### src/rtl/riscv_mem_arb_pkg.sv
// riscv_mem_arb_pkg: shared types for the unified-memory arbiter.
// FSM state encoding, owner ids and the wait-counter width.
package riscv_mem_arb_pkg;

    typedef enum logic [1:0] {
        IDLE,
        ISSUE,
        WAIT,
        DONE
    } arb_state_e;

    localparam logic OWN_CORE = 1'b0;
    localparam logic OWN_DBG  = 1'b1;

    localparam int CNT_W = 4;

endpackage

### src/rtl/mem_arb_wait_counter.sv
// mem_arb_wait_counter: loadable down-counter for the memory latency.
// last_o is high while the count is 1, i.e. in the final wait cycle.
module mem_arb_wait_counter
    import riscv_mem_arb_pkg::*;
(
    input  logic             clk,
    input  logic             reset,
    input  logic             load_i,
    input  logic [CNT_W-1:0] val_i,
    input  logic             dec_i,
    output logic             last_o
);

    logic [CNT_W-1:0] cnt_q;
    logic [CNT_W-1:0] cnt_d;

    // next count: load has priority, decrement saturates at zero
    always_comb begin
        cnt_d = cnt_q;
        if (load_i) begin
            cnt_d = val_i;
        end else if (dec_i && cnt_q != '0) begin
            cnt_d = cnt_q - CNT_W'(1);
        end
    end

    // count register with synchronous active-low reset
    always_ff @(posedge clk) begin
        if (!reset) begin
            cnt_q <= '0;
        end else begin
            cnt_q <= cnt_d;
        end
    end

    assign last_o = (cnt_q == CNT_W'(1));

endmodule

### src/rtl/riscv_mem_arbiter.sv
// riscv_mem_arbiter: serialises core and debug accesses to one memory.
// Define MEM_ARB_RR_EN for round-robin ties; default is debug priority.
module riscv_mem_arbiter
    import riscv_mem_arb_pkg::*;
#(
    parameter int ADDR_W  = 32,
    parameter int DATA_W  = 32,
    parameter int MEM_LAT = 2
) (
    input  logic              clk,
    input  logic              reset,
    input  logic              c_req,
    input  logic              c_we,
    input  logic [ADDR_W-1:0] c_addr,
    input  logic [DATA_W-1:0] c_wdata,
    output logic [DATA_W-1:0] c_rdata,
    output logic              c_ack,
    input  logic              d_req,
    input  logic              d_we,
    input  logic [ADDR_W-1:0] d_addr,
    input  logic [DATA_W-1:0] d_wdata,
    output logic [DATA_W-1:0] d_rdata,
    output logic              d_ack,
    output logic              mem_en,
    output logic              mem_we,
    output logic [ADDR_W-1:0] mem_addr,
    output logic [DATA_W-1:0] mem_wdata,
    input  logic [DATA_W-1:0] mem_rdata,
    output logic              busy,
    output logic              owner
);

    if (MEM_LAT < 1 || MEM_LAT > 15) begin : g_bad_lat
        $error("MEM_LAT must be in the range 1..15");
    end

    arb_state_e        state_q;
    arb_state_e        state_d;
    logic              owner_q;
    logic              we_q;
    logic [ADDR_W-1:0] addr_q;
    logic [DATA_W-1:0] wdata_q;
    logic [DATA_W-1:0] c_rdata_q;
    logic [DATA_W-1:0] d_rdata_q;
    logic              win;
    logic              any_req;
    logic              last;

    assign any_req = c_req | d_req;

    mem_arb_wait_counter u_wait (
        .clk    (clk),
        .reset  (reset),
        .load_i (state_q == ISSUE),
        .val_i  (CNT_W'(MEM_LAT)),
        .dec_i  (state_q == WAIT),
        .last_o (last)
    );

    // pick the requester granted in the next IDLE decision
    always_comb begin
`ifdef MEM_ARB_RR_EN
        if (c_req && d_req) begin
            win = ~owner_q;
        end else begin
            win = d_req ? OWN_DBG : OWN_CORE;
        end
`else
        win = d_req ? OWN_DBG : OWN_CORE;
`endif
    end

    // state register
    always_ff @(posedge clk) begin
        if (!reset) begin
            state_q <= IDLE;
        end else begin
            state_q <= state_d;
        end
    end

    // next-state logic
    always_comb begin
        state_d = state_q;
        unique case (state_q)
            IDLE:    if (any_req) state_d = ISSUE;
            ISSUE:   state_d = WAIT;
            WAIT:    if (last) state_d = DONE;
            DONE:    state_d = IDLE;
            default: state_d = IDLE;
        endcase
    end

    // latch the winning request and capture read data on the last wait
    always_ff @(posedge clk) begin
        if (!reset) begin
            owner_q   <= OWN_CORE;
            we_q      <= 1'b0;
            addr_q    <= '0;
            wdata_q   <= '0;
            c_rdata_q <= '0;
            d_rdata_q <= '0;
        end else begin
            if (state_q == IDLE && any_req) begin
                owner_q <= win;
                we_q    <= win ? d_we : c_we;
                addr_q  <= win ? d_addr : c_addr;
                wdata_q <= win ? d_wdata : c_wdata;
            end
            if (state_q == WAIT && last && !we_q) begin
                if (owner_q == OWN_DBG) begin
                    d_rdata_q <= mem_rdata;
                end else begin
                    c_rdata_q <= mem_rdata;
                end
            end
        end
    end

    // memory strobe in ISSUE, owner ack in DONE, bus quiet otherwise
    always_comb begin
        mem_en    = 1'b0;
        mem_we    = 1'b0;
        mem_addr  = '0;
        mem_wdata = '0;
        c_ack     = 1'b0;
        d_ack     = 1'b0;
        unique case (state_q)
            ISSUE: begin
                mem_en    = 1'b1;
                mem_we    = we_q;
                mem_addr  = addr_q;
                mem_wdata = wdata_q;
            end
            DONE: begin
                c_ack = (owner_q == OWN_CORE);
                d_ack = (owner_q == OWN_DBG);
            end
            default: ;
        endcase
    end

    assign busy    = (state_q != IDLE);
    assign owner   = owner_q;
    assign c_rdata = c_rdata_q;
    assign d_rdata = d_rdata_q;

endmodule

### config.mk
export PLATFORM = sky130hd
export DESIGN_NAME = riscv_mem_arbiter
export DESIGN_NICKNAME = d
export VERILOG_FILES = /design/src/rtl/riscv_mem_arb_pkg.sv /design/src/rtl/mem_arb_wait_counter.sv /design/src/rtl/riscv_mem_arbiter.sv
export SDC_FILE = /design/constraint.sdc
export NUM_CORES = 1
export LEC_CHECK = 0
export ABC_CLOCK_PERIOD_IN_PS = 2900
export CORE_MARGIN = 1.5
export CORE_UTILIZATION = 45
export CTS_CLUSTER_SIZE = 20
export DETAILED_ROUTE_END_ITERATION = 16
export PLACE_DENSITY_LB_ADDON = 0.1
export RECOVER_POWER = 50
export SLEW_MARGIN = 0
export SYNTH_ARGS = -nofsm -noshare
export SYNTH_HDL_FRONTEND = slang
export SYNTH_SLANG_ARGS = --single-unit
### constraint.sdc
create_clock -name clk -period 2.9 [get_ports clk]
set_input_delay 0.29 -clock clk [delete_from_list [all_inputs] [get_ports clk]]
set_output_delay 0.29 -clock clk [all_outputs]
set_load 0.02 [all_outputs]
After elaboration in Yosys (flattened, before gate mapping)
Cells that the tools add are included.
Widths: inputs -> output; s select.
{"block": "word_totals", "reg_bits": 136, "word_cells": 47}
{"block": "op_classes", "add_sub_neg": 1, "n_eq_ne": 6, "muxes": 15, "bitwise_logic": 3, "n_reduce_logical": 13}
{"cell": "$mux 32", "n": 4}
{"cell": "$mux 2", "n": 4}
{"cell": "$pmux 2 s4", "n": 1}
{"cell": "$mux 1", "n": 6}
{"cell": "$reduce_and 2->1", "n": 3}
{"cell": "$eq 2x2->1 const B", "n": 2}
{"cell": "$eq 4x1->1 const B", "n": 1}
{"cell": "$logic_and 1x1->1", "n": 4}
{"cell": "$ne 2x2->1 const B", "n": 2}
{"cell": "$reduce_bool 2->1", "n": 2}
{"cell": "$reduce_bool 4->1", "n": 1}
{"cell": "$sub 4x1->4 const B", "n": 1}
{"cell": "$eq 2x1->1 const B", "n": 1}
{"cell": "$logic_not 2->1", "n": 1}
{"cell": "$not 1->1", "n": 2}
{"cell": "$reduce_or 2->1", "n": 1}
{"cell": "$logic_not 1->1", "n": 1}
{"cell": "$or 1x1->1", "n": 1}

Longest topological paths before layout
{"block": "depth", "ltp_word": 4, "ltp_mapped": 8}

Cells and area by module
From an unflattened synthesis, not the netlist that was laid out.
{"block": "unflattened", "cells_unflattened": 673, "hier_area_um2": 6177.2}
{"module": "riscv_mem_arbiter", "area_each_um2": 5905.7, "instances": 1, "cells_each": 638}
{"module": "mem_arb_wait_counter", "area_each_um2": 271.5, "instances": 1, "cells_each": 35}

Worst setup path before layout
Ideal clock, no wire load.
{"block": "synth_timing", "kind": "reg2reg", "start": "reg u_wait.cnt_q[1]", "end": "reg d_rdata_q[10], in the netlist d_rdata[10]", "n_path_buf": 2, "path_slack_ns": 1.097, "setup_time_ns": 0.118, "arrival_time_ns": 1.685, "stages_incl_launch_ff": 8, "path_cell_list": "dfxtp_1 -> inv_1 -> ha_1 -> or3b_4 -> or4_4 -> buf_6 -> buf_12 -> mux2i_1"}
{"block": "synth_between", "elab_chain_cells": 4}
{"element": "start: declaration", "line_no": "mem_arb_wait_counter.sv:14", "rtl": "logic [CNT_W-1:0] cnt_q;"}
{"element": "start signal: assignment", "line_no": "mem_arb_wait_counter.sv:32", "rtl": "cnt_q <= cnt_d;"}
{"element": "$eq 4x1->1", "line_no": "mem_arb_wait_counter.sv:36", "rtl": "assign last_o = (cnt_q == CNT_W'(1));"}
{"element": "$logic_and 1x1->1 (2 in series)", "line_no": "riscv_mem_arbiter.sv:110", "rtl": "if (state_q == WAIT && last && !we_q) begin"}
{"element": "$reduce_and 2->1 (no line)"}
{"element": "end signal: assignment", "line_no": "riscv_mem_arbiter.sv:112", "rtl": "d_rdata_q <= mem_rdata;"}
{"element": "end: declaration", "line_no": "riscv_mem_arbiter.sv:44", "rtl": "logic [DATA_W-1:0] d_rdata_q;"}
Every way passes these cells.
A chain may end at the register's enable or synchronous reset.

Worst setup path in the final report
{"block": "layout_timing", "start": "reg state_q[1]", "end": "out mem_addr[12]"}
{"block": "layout_between", "elab_chain_cells": 2}
{"element": "start: declaration", "line_no": "riscv_mem_arbiter.sv:37", "rtl": "arb_state_e state_q;"}
{"element": "start signal: assignment", "line_no": "riscv_mem_arbiter.sv:78", "rtl": "state_q <= state_d;"}
{"element": "$eq 2x1->1", "line_no": "riscv_mem_arbiter.sv:128", "rtl": "unique case (state_q)"}
{"element": "$mux 32", "line_no": "riscv_mem_arbiter.sv:128"}
{"element": "end: declaration", "line_no": "riscv_mem_arbiter.sv:26", "rtl": "output logic [ADDR_W-1:0] mem_addr,"}
Every way passes these cells.

==> flow_summary.yaml <==
outcome:
  status: "complete, no violations"
yosys:
  syn-num-nets: 831
  syn_area_per_cell_sq_um: 9.654
  synth-edff-count: 0
  ys_ff_latch: 136
  synth_warnings: 0
  synth_flop_cell: "dfxtp_1"
  synthDistinctLibCells: 37
  ys_async_sr_fraction: 0
  netlist_instances: 658
  synth_most_common_cell: "nand2_1"
  synthTopCellsByArea: "dfxtp_1, mux2i_1, o211a_1"
  synth_top_area_share: 0.4286
  yosys.area.top_type: "dfxtp_1"
  seq_area_frac_synth: 0.4286
  netlist_area_sq_um: 6352
  synthTopCellsByCount: "nand2_1, dfxtp_1, mux2i_1"
sta:
  clock_skew_ps: 6.908
  period_needed_ps: 2540
  rsz0062_at_grt: "no"
  hold_slack_ps: 440.2
  setup_viol: 0
  drv_slew: 0
  final.setup.tns_ps: 0
  relSlewSlack: 0.3828
  fin_ws_ps: 359.5
  fmax_mhz: 393.6
  tightest_slew_ps: 925.8
  period_share: 0.8760
  hold_violations: 0
detailed_routing:
  viasPerCell: 5.020
  drt_iter0_drc: 209
  routed_wl_um: 17390
  drc: 0
  via_count: 5627
  dr.pass1.iters: 4
  wl_per_cell_um: 15.51
  ant_nets: 0
die:
  start_util: 0.4594
  die_h_um: 121.8
  std_cell_rows: 43
  core-area_sq_um: 13830
  chipWidth_um: 121.8
  num_io_pins: 300
  dieArea_sq_um: 14840
worst_setup_path:
  setup.worst_path.class: "reg -> out"
  cp.arrival_ps: 2250
  cp-start-kind: "flip-flop"
  required_ps: 2610
  cp-end-kind: "primary output"
  critPathMaxFanout: 36
final_layout:
  post-route-cell-area_sq_um: 10000
  fillers: 994
  antennaDiodeCount: 0
  multi_input_area_sq_um: 3291
  final_layout_size_suffix_gt1_frac: 0.04995
  nNetsFinal: 1102
  synthToLayoutAreaGrowth_pct: 57.43
  ff_latch_area_sq_um: 2723
clock_tree:
  numCtsBuffers: 17
  cts_root_buf: "clkbuf_16"
  clkSinkCount: 136
  clockBufferDepth: 2
  ctsHoldBuffers: 0
  clk_latency_ps: 420
  cts_tree: "done"
  cts.clk_slew.worst_paths_ps: 50
  htreeDepth: 4
min_path:
  holdCritPathClass: "in -> reg"
place:
  dpl_worst_slack_ps: 591.3
  dpl_cell_area_sq_um: 9354
  io_buffers: 299
  dp_hpwl_um: 12660
  gp_congestion: 0.7517
global_routing:
  grt_pass1_wl_um: 27050
  grt_overflow: 0
  grt_max_degree: 63
  antenna_found_initial: 0
  grt_usage: 0.2338
  grt_pass1_vias: 5661
power_and_ir_drop:
  power_mw: 7.235
  ir_drop_v: 0.0005147
  p_leak_nw: 4.893
  power_density_nw_per_um2: 723.4
job:
  maxCapViolCount: 0
## final timing paths
path                                              start                  endpoint  slack [ps]  cells after the start
worst min register to register  d_rdata[1]$_SDFFE_PN0P_   d_rdata[1]$_SDFFE_PN0P_         450                      2
worst max-delay path            state_q[1]$_SDFFE_PN0P_              mem_addr[12]         360                      5
worst min-delay path                              reset  c_rdata[18]$_SDFFE_PN0P_         440                      3
worst max register to register  state_q[0]$_SDFFE_PN0P_  wdata_q[27]$_SDFFE_PN0P_         450                      6
## registers in the layout (all words and copies together) (netlist names)
| signal | count |
|---|---|
| d_rdata | 32 |
| c_rdata | 32 |
| owner | 1 |
| addr_q | 32 |
| wdata_q | 32 |
| state_q | 2 |
| we_q | 1 |
| u_wait.cnt_q | 4 |
## final cells by class
class	instances	area share
multi-input combinational	459	0.3290
timing repair buffer	308	0.3090
clock buffer	23	0.04779
sequential	136	0.2722
tap	180	0.02252
inverter	7	0.002627
clock inverter	8	0.01676
## critical path, stage by stage (launching register included)
cell and delay [ps]:
dfxtp_1 330, inv_1 130, ha_4 380, buf_12 220
and2_1 150, clkdlybuf4s50_1 610
## metal layers
metal  track usage  routed length (um)  share of wire
met5             0                   0              0
met4        0.1162                 551          0.032
met3       0.06461                1232          0.071
met2        0.4168                8785           0.51
met1        0.2535                6819           0.39
## per-stage QoR
stage,cells,util
2_1_floorplan,658,-
3_3_place_gp,1090,0.6765
3_5_place_dp,1090,0.6765
4_1_cts,1121,0.7232
5_1_grt,1121,0.7233
6_report,1121,0.7233
## cells in the final DEF, fill, tap and decap left out, drive strengths merged
master	instances
nor3	1
o31ai	1
clkinvlp	1
and2	66
o21ai	1
clkbuf	24
dfxtp	136
dlygate4sd3	65
mux2i	130
buf	10
ha	7
nor2b	2
inv	7
o211ai	1
clkdlybuf4s50	232
o311a	1
a21bo	1
a22oi	1
nand2	164
nor4	1
nor3b	2
clkinv	2
nand4b	2
or4	1
nor2	2
o21a	1
a21oi	3
or3b	2
xor2	1
nand3	1
nand2b	1
bufinv	5
a21o	1
o211a	65
## where the power goes
| group | switching, mW | leakage (nW) | internal [mW] |
|---|---|---|---|
| logic | 1.27 | 3.47 | 1.17 |
| registers | 0.212 | 1.11 | 2.23 |
| clock network | 0.770 | 0.313 | 1.59 |
| total | 2.25 | 4.89 | 4.99 |
## what timing repair did
| item | 4_1_cts | 5_1_grt |
|---|---|---|
| setup endpoints to repair | 0 | 13 |
| resized for setup | 0 | 1 |
| buffers inserted | 0 | 0 |
## cells by family (layout without fill, tap and decap cells)
logic type	after synthesis	count (layout)	synth area share
and+or+nand+nor	245	245	0.1810
muxes	130	130	0.2048
DFF	136	136	0.4286
AOI/OAI and AO/OA	76	76	0.1148
buffers and inverters	63	346	0.05554
adders and majority gates	7	7	0.01379
xor gates and xnor gates	1	1	0.001379
(Power assumes the default switching activity.)
